--- config.mk ---
export PLATFORM = sky130hd
export DESIGN_NAME = vga_scan
export DESIGN_NICKNAME = d
export VERILOG_FILES = /design/src/rtl/vga_timing_pkg.sv /design/src/rtl/pixel_tick_gen.sv /design/src/rtl/vga_scan.sv
export SDC_FILE = /design/constraint.sdc
export NUM_CORES = 1
export LEC_CHECK = 0
export CORE_UTILIZATION = 45
export DETAILED_ROUTE_END_ITERATION = 6
export MAX_ROUTING_LAYER = met4
export PLACE_DENSITY = 0.77
export SYNTH_ARGS = -nofsm -noshare
export SYNTH_HDL_FRONTEND = slang
export SYNTH_SLANG_ARGS = --single-unit
--- constraint.sdc ---
create_clock -name clk -period 2.45 [get_ports clk]
set_input_delay 0.245 -clock clk [delete_from_list [all_inputs] [get_ports clk]]
set_output_delay 0.245 -clock clk [all_outputs]
set_load 0.1 [all_outputs]
--- src/rtl/vga_timing_pkg.sv ---
// rtl/vga_timing_pkg.sv - shared 640x480@60 timing defaults and pixel types
package vga_timing_pkg;

  localparam int CLK_DIV_DEF = 4;

  localparam int H_VIS_DEF  = 640;
  localparam int H_FP_DEF   = 16;
  localparam int H_SYNC_DEF = 96;
  localparam int H_BP_DEF   = 48;
  localparam int H_TOTAL_DEF      = H_VIS_DEF + H_FP_DEF + H_SYNC_DEF + H_BP_DEF;
  localparam int H_SYNC_START_DEF = H_VIS_DEF + H_FP_DEF;
  localparam int H_SYNC_END_DEF   = H_SYNC_START_DEF + H_SYNC_DEF;

  localparam int V_VIS_DEF  = 480;
  localparam int V_FP_DEF   = 10;
  localparam int V_SYNC_DEF = 2;
  localparam int V_BP_DEF   = 33;
  localparam int V_TOTAL_DEF      = V_VIS_DEF + V_FP_DEF + V_SYNC_DEF + V_BP_DEF;
  localparam int V_SYNC_START_DEF = V_VIS_DEF + V_FP_DEF;
  localparam int V_SYNC_END_DEF   = V_SYNC_START_DEF + V_SYNC_DEF;

  // Largest coordinate the colour generator will ever be asked for.
  localparam int MAX_X = H_VIS_DEF - 1;
  localparam int MAX_Y = V_VIS_DEF - 1;

  typedef struct packed {
    logic [3:0] r;
    logic [3:0] g;
    logic [3:0] b;
  } rgb_t;

  function automatic logic in_span(input logic [9:0] v, input logic [9:0] lo,
                                   input logic [9:0] hi);
    return (v >= lo) && (v < hi);
  endfunction

endpackage

--- src/rtl/pixel_tick_gen.sv ---
// rtl/pixel_tick_gen.sv - divides the system clock down to a one-clk pixel tick
module pixel_tick_gen
  import vga_timing_pkg::*;
#(
  parameter int CLK_DIV = CLK_DIV_DEF
) (
  input  logic clk,
  input  logic rst,
  output logic tick
);

  localparam int DW = (CLK_DIV > 1) ? $clog2(CLK_DIV) : 1;
  localparam logic [DW-1:0] DIV_LAST = DW'(CLK_DIV - 1);

  logic [DW-1:0] div_q;
  logic [DW-1:0] div_d;

  assign tick = (div_q == DIV_LAST);

  always_comb begin
    div_d = tick ? '0 : div_q + DW'(1);
  end

  always_ff @(posedge clk or posedge rst) begin
    if (rst) begin
      div_q <= '0;
    end else begin
      div_q <= div_d;
    end
  end

endmodule

--- src/rtl/vga_scan.sv ---
// rtl/vga_scan.sv - VGA raster counters, coordinate request and sync/RGB output pipeline
module vga_scan
  import vga_timing_pkg::*;
#(
  parameter int CLK_DIV = CLK_DIV_DEF,
  parameter int H_VIS   = H_VIS_DEF,
  parameter int H_FP    = H_FP_DEF,
  parameter int H_SYNC  = H_SYNC_DEF,
  parameter int H_BP    = H_BP_DEF,
  parameter int V_VIS   = V_VIS_DEF,
  parameter int V_FP    = V_FP_DEF,
  parameter int V_SYNC  = V_SYNC_DEF,
  parameter int V_BP    = V_BP_DEF
) (
  input  logic        clk,
  input  logic        rst,
  input  logic [11:0] icolor,
  output logic [9:0]  posX,
  output logic [8:0]  posY,
  output logic        hs,
  output logic        vs,
  output logic [3:0]  r,
  output logic [3:0]  g,
  output logic [3:0]  b,
  output logic        frame_start
);

  localparam logic [9:0] H_LAST  = 10'(H_VIS + H_FP + H_SYNC + H_BP - 1);
  localparam logic [9:0] H_VIS_L = 10'(H_VIS);
  localparam logic [9:0] HS_LO   = 10'(H_VIS + H_FP);
  localparam logic [9:0] HS_HI   = 10'(H_VIS + H_FP + H_SYNC);
  localparam logic [9:0] V_LAST  = 10'(V_VIS + V_FP + V_SYNC + V_BP - 1);
  localparam logic [9:0] V_VIS_L = 10'(V_VIS);
  localparam logic [9:0] VS_LO   = 10'(V_VIS + V_FP);
  localparam logic [9:0] VS_HI   = 10'(V_VIS + V_FP + V_SYNC);

  logic       tick;
  logic [9:0] hcount_q, hcount_d;
  logic [9:0] vcount_q, vcount_d;
  logic [9:0] pos_x_q, pos_x_d;
  logic [8:0] pos_y_q, pos_y_d;
  logic       hs_q, hs_d;
  logic       vs_q, vs_d;
  logic       frame_start_q, frame_start_d;
  rgb_t       rgb_q, rgb_d;
  logic       h_wrap, v_wrap, visible;

  pixel_tick_gen #(.CLK_DIV(CLK_DIV)) u_tick (
    .clk  (clk),
    .rst  (rst),
    .tick (tick)
  );

  // Coordinates track the new counter values; syncs and RGB are built from the
  // pixel just left, so they trail posX/posY by one tick as the colour source does.
  always_comb begin
    hcount_d      = hcount_q;
    vcount_d      = vcount_q;
    pos_x_d       = pos_x_q;
    pos_y_d       = pos_y_q;
    hs_d          = hs_q;
    vs_d          = vs_q;
    rgb_d         = rgb_q;
    frame_start_d = 1'b0;
    h_wrap        = (hcount_q == H_LAST);
    v_wrap        = (vcount_q == V_LAST);
    visible       = (hcount_q < H_VIS_L) && (vcount_q < V_VIS_L);
    if (tick) begin
      hcount_d = h_wrap ? '0 : hcount_q + 10'd1;
      if (h_wrap) begin
        vcount_d = v_wrap ? '0 : vcount_q + 10'd1;
      end
      pos_x_d       = (hcount_d < H_VIS_L) ? hcount_d : '0;
      pos_y_d       = (vcount_d < V_VIS_L) ? vcount_d[8:0] : '0;
      rgb_d         = visible ? rgb_t'(icolor) : '0;
      hs_d          = !in_span(hcount_q, HS_LO, HS_HI);
      vs_d          = !in_span(vcount_q, VS_LO, VS_HI);
      frame_start_d = h_wrap && v_wrap;
    end
  end

  always_ff @(posedge clk or posedge rst) begin
    if (rst) begin
      hcount_q      <= '0;
      vcount_q      <= '0;
      pos_x_q       <= '0;
      pos_y_q       <= '0;
      hs_q          <= 1'b1;
      vs_q          <= 1'b1;
      rgb_q         <= '0;
      frame_start_q <= 1'b0;
    end else begin
      hcount_q      <= hcount_d;
      vcount_q      <= vcount_d;
      pos_x_q       <= pos_x_d;
      pos_y_q       <= pos_y_d;
      hs_q          <= hs_d;
      vs_q          <= vs_d;
      rgb_q         <= rgb_d;
      frame_start_q <= frame_start_d;
    end
  end

  assign posX        = pos_x_q;
  assign posY        = pos_y_q;
  assign hs          = hs_q;
  assign vs          = vs_q;
  assign r           = rgb_q.r;
  assign g           = rgb_q.g;
  assign b           = rgb_q.b;
  assign frame_start = frame_start_q;

endmodule
Word level (Yosys, flattened, before mapping)
Cells that the tools add are included.
{"block": "totals", "out_inout_bits": 34, "word_cells": 40, "inputBits": 14, "regBits": 56}
{"block": "classes", "reduce_logical": 6, "n_lt_le_gt_ge": 8, "eq_ne": 3, "addsub": 3, "n_mux": 9}
{"op": "10-bit 2-to-1 mux", "count": 5}
{"op": "10-bit less-than comparator, second input constant", "count": 3}
{"op": "10-bit by 9-bit less-than comparator with 1-bit output, second input constant", "count": 3}
{"op": "10-bit by 1-bit adder with 10-bit output, second input constant", "count": 2}
{"op": "10-bit equality test, second input constant", "count": 2}
{"op": "12-bit 2-to-1 mux", "count": 1}
{"op": "10-bit >= comparator, second input constant", "count": 1}
{"op": "10-bit by 9-bit >= comparator with 1-bit output, second input constant", "count": 1}
{"op": "9-bit 2-to-1 mux", "count": 1}
{"op": "1-bit logical AND", "count": 4}
{"op": "2-bit by 1-bit adder with 2-bit output, second input constant", "count": 1}
{"op": "2-bit equality test, second input constant", "count": 1}
{"op": "1-bit logical NOT", "count": 2}
{"op": "2-bit 2-to-1 mux", "count": 1}
{"op": "1-bit 2-to-1 mux", "count": 1}

Depth between registers and ports, before layout
{"block": "depth", "word_depth": 6, "mapped_depth": 9}

Modules after synthesis
A second synthesis with hierarchy kept.
{"block": "hier_totals", "hier_cells": 267, "area_unflattened_um2": 2855.2}
{"module": "vga_scan", "cells_per_inst": 262, "area_each_um2": 2785.2, "n_inst": 1, "seq_area_each_um2": 1353.8}
{"module": "pixel_tick_gen", "cells_per_inst": 5, "area_each_um2": 70.1, "n_inst": 1, "seq_area_each_um2": 50.0}

Least setup slack after synthesis
OpenSTA, ideal clock, no wires.
{"block": "synth_timing", "kind": "register to register", "start": "register hcount_q[0]", "end": "register pos_y_q[1], in the netlist posY[1]", "arrival_ns": 2.012, "path_stages_with_launch": 9, "setup_ns": 0.140, "path_slack_ns": 0.298, "cell_sequence": "dfrtp_1 ha_1 and4_1 buf_6 and3_1 buf_2 and2_1 nor4_4 o32ai_1"}
{"block": "synth_between", "elab_chain_cells": 5}
{"item": "start: declaration", "line_no": "vga_scan.sv:38", "source": "logic [9:0] hcount_q, hcount_d;"}
{"item": "start signal: assignment", "line_no": "vga_scan.sv:93", "source": "hcount_q <= hcount_d;"}
{"item": "10-bit equality test *", "line_no": "vga_scan.sv:65", "source": "h_wrap = (hcount_q == H_LAST);"}
{"item": "10-bit 2-to-1 mux *", "line_no": "vga_scan.sv:70", "source": "if (h_wrap) begin"}
{"item": "10-bit 2-to-1 mux *", "line_no": "vga_scan.sv:68", "source": "if (tick) begin"}
{"item": "10-bit by 9-bit less-than comparator with 1-bit output", "line_no": "vga_scan.sv:74", "source": "pos_y_d = (vcount_d < V_VIS_L) ? vcount_d[8:0] : '0;"}
{"item": "9-bit 2-to-1 mux *", "line_no": "vga_scan.sv:74"}
{"item": "end signal: assignment", "line_no": "vga_scan.sv:96", "source": "pos_y_q <= pos_y_d;"}
{"item": "end: declaration", "line_no": "vga_scan.sv:41", "source": "logic [8:0] pos_y_q, pos_y_d;"}
Mark *: on every way between the ends. The rest lies on a longest branch, timed or not. The select of a mux whose other input is x is not followed.
A chain may end at the register's enable or synchronous reset.

Worst setup path after layout
{"block": "layout_timing", "start": "register hcount_q[0]", "end": "register pos_y_q[0], in the netlist posY[0]"}
The elaborated chain is that of the path after synthesis.

==> out/results.ini <==
[logic_synthesis]
syn_inst=274
synth_edf_count=0
synth_top_cell_by_area=dfrtp_1
netlist_area_mm2=0.00285
synthFlopType=dfrtp_1
syn_nets=293
synthArstFlopShare_pct=100
synth_area_leaders=dfrtp_1, xnor2_1, nand2_1
ys_ff_latch=56
synth_top_area_share_pct=47.5
yosysSeqAreaShare_pct=49.3
synth.distinct_cells=48
postSynthAreaPerCell_um2=10.4
ys_warn_count=0

[grt]
grt_pass1_wl_um=9870
grt_overflow=0
grt_pass1_vias=2096
grt_usage_pct=20.0
antenna_found_initial=0
grt_max_degree=57

[pwr]
p_sw_share_pct=24.1
p_clk_share_pct=35.9
p_leak_uw=0.00153
pwr-share-comb_pct=8.7
power_report.internal_total_uw=1280
ir_worst_vdd_uv=236
power.density_mw_per_mm2=492
power.switching_uw=409
seqPwrFrac_pct=55.4

[detailed_routing]
first_pass_iters=4
ant_nets=0
vias=2200
route.detailed.vias_per_inst=5.56
routedWlPerCell_um=14.6
drc_errors=0
drt-total-wl_um=5780
drtIter0Drc=140

[clock_tree]
cts_tree=built
max-clock-path-buffers=2
cts_inserted_buffers=5
htree_levels=2
clk_pin_slew_ns=0.10
cts-root-buf=clkbuf_8
clock_latency_ns=0.31
postCtsHoldBufs=0
clock-sinks=56

[floorplan]
rows=28
die_x_um=81.5
core_mm2=0.00603
initial_core_util_pct=47.2
io_pins=48
die_h_um=81.5
design.die.area_mm2=0.00664

[place]
routabilityCongestion=0.834
dpl_worst_slack_ns=0.137
numPortBuffers=47
placedInstanceArea_mm2=0.00333
post-dp-hpwl_um=4020

[critical_path]
worstPathRequired_ns=2.63
cp_cell_sequence=ha_1 > and4_1 > nand4_4 > or3_4 > a211oi_4 > o41ai_1
cpMaxStageDelayCell=a211oi_4
rrSetupSlack_ns=0.15
crit_path_start_kind=flip-flop
cpPeakStageDelay_ns=0.46
crit_path_max_fanout=9
arrival_ns=2.48
worstSetupEndpointType=flip-flop
criticalPathCategory=flip-flop to flip-flop

[sta]
setup_viol=0
fin_skew_ns=0.00622
setup_ws_ns=0.150
fin_crit_sh_pct=93.9
tightest_slew_ns=0.565
slew_viol_final=0
rsz0062_at_grt=no
finalSetupTns_ns=0
relSlewSlack_pct=62.1
worst_hold_slack_ns=0.284
fmax_mhz=435
hold_violations=0
min_period_ns=2.30

[run]
maxCapViolCount=0

[cells_and_area]
drive_gt1_share_pct=21.2
area_growth_pct=21.1
finalInstanceArea_mm2=0.00344
nFillCells=538
nets=339
ff_latch_area_mm2=0.00140
multi_input_area_mm2=0.00127
num_antenna_cells=0

[hold_path]
min_path_type=input pin to asynchronous set/reset pin

[outcome]
status=finished, final reports clean

placed cells by master (no fill, tap or decap), types with 5 or more instances in the layout:
master / n
dfrtp_1: 54
nand2_1: 29
clkdlybuf4s50_1: 13
and3_1: 6
ha_1: 5
nand4_1: 8
nor2_1: 14
a21oi_1: 6
o31ai_1: 6
o21ai_0: 14
xnor2_1: 15
buf_4: 47
clkbuf_8: 5
o32ai_1: 7
nand3_1: 8
inv_1: 13
nor3_1: 8
a22o_1: 12
cells by family after synthesis:
logic type | count (synthesis) | share of synthesized area (%)
flip-flops | 56 | 49.3
buffers and inverters | 37 | 5.98
adder cells (fa/ha/maj) | 5 | 2.20
multiplexers | 5 | 1.85
XOR/XNOR | 19 | 5.85
AND/OR/NAND/NOR | 92 | 18.6
AO/OA/AOI/OAI | 60 | 16.1
synthesized netlist by cell type (2+ instances only):
| master | count |
|---|---|
| a21oi_1 | 6 |
| and2_1 | 3 |
| clkbuf_1 | 7 |
| nand3_1 | 8 |
| nand2_1 | 29 |
| xnor2_1 | 15 |
| nor2_1 | 14 |
| nor3_1 | 8 |
| ha_1 | 5 |
| buf_6 | 2 |
| and3b_1 | 2 |
| a22o_1 | 12 |
| o31ai_1 | 6 |
| mux2i_1 | 3 |
| dfstp_2 | 2 |
| o32ai_1 | 7 |
| o21a_1 | 2 |
| o21ai_0 | 14 |
| dfrtp_1 | 54 |
| and3_1 | 6 |
| xor2_1 | 4 |
| mux2_2 | 2 |
| buf_2 | 9 |
| o41ai_1 | 4 |
| nand3b_1 | 3 |
| o2bb2ai_1 | 2 |
| inv_1 | 14 |
| nand4_1 | 8 |
| buf_1 | 2 |
| nor4_4 | 3 |
registers in the layout (all words and copies together), names as in the netlist:
| name | cells |
|---|---|
| hcount_q | 10 |
| posX | 10 |
| vcount_q | 10 |
| posY | 9 |
| b | 4 |
| g | 4 |
| r | 4 |
| u_tick.div_q | 2 |
| frame_start | 1 |
| hs | 1 |
| vs | 1 |
per-stage QoR:
stage               cells  util [%]  total power (µW)
floorplan             274         -              1060
global placement      388      55.2              1100
detailed placement    388      55.2              1110
CTS                   396      57.2              1720
global route          396      57.2              1760
finish                396      57.2              1690
final timing paths:
check	startpoint	endpoint	depth (start not counted)
min reg2reg	u_tick.div_q[0]	u_tick.div_q[0]	1
min	rst	b[2]	3
max reg2reg	hcount_q[0]	posY[0]	6
max in group asynchronous	rst	hs	3
max	hcount_q[0]	posY[0]	6
min in group clk	u_tick.div_q[0]	u_tick.div_q[0]	1
worst max-delay path, delay by kind of cell, from the launching register on:
kind,cells,cell delay (ns)
and+or+nand+nor,3,0.87
AOI/OAI and AO/OA,2,0.60
DFF,1,0.42
adders and majority gates,1,0.28
cell type report:
cell class | count | share of cell area, %
repair buffers | 61 | 14.6
clock buffers | 5 | 2.00
inverters | 15 | 1.63
well taps | 75 | 2.72
clock inverters | 3 | 1.38
flip-flops and latches | 56 | 40.8
multi-input cells | 181 | 36.9
what timing repair did:
item	CTS	global route
buffers inserted	0	0
resized for setup	0	0
endpoints found under the setup margin	0	9
per-layer routing:
| metal | routed length [µm] | track usage, % | up-vias |
|---|---|---|---|
| met4 | 85 | 6.43 | 0 |
| met2 | 2590 | 31.6 | 58 |
| met1 | 2780 | 26.4 | 1060 |
| met5 | 0 | - | - |
| met3 | 322 | 3.00 | 9 |
| li1 | - | - | 1073 |
power by group through the flow:
stage	clock network, µW	registers [µW]	logic, µW
after floorplan	0	1030	23.3
after global placement	0	957	148
after detailed placement	0	957	149
after CTS	630	939	150
after global routing	666	940	155
final	607	939	147
Note: power is estimated with default switching activity, not from simulation.
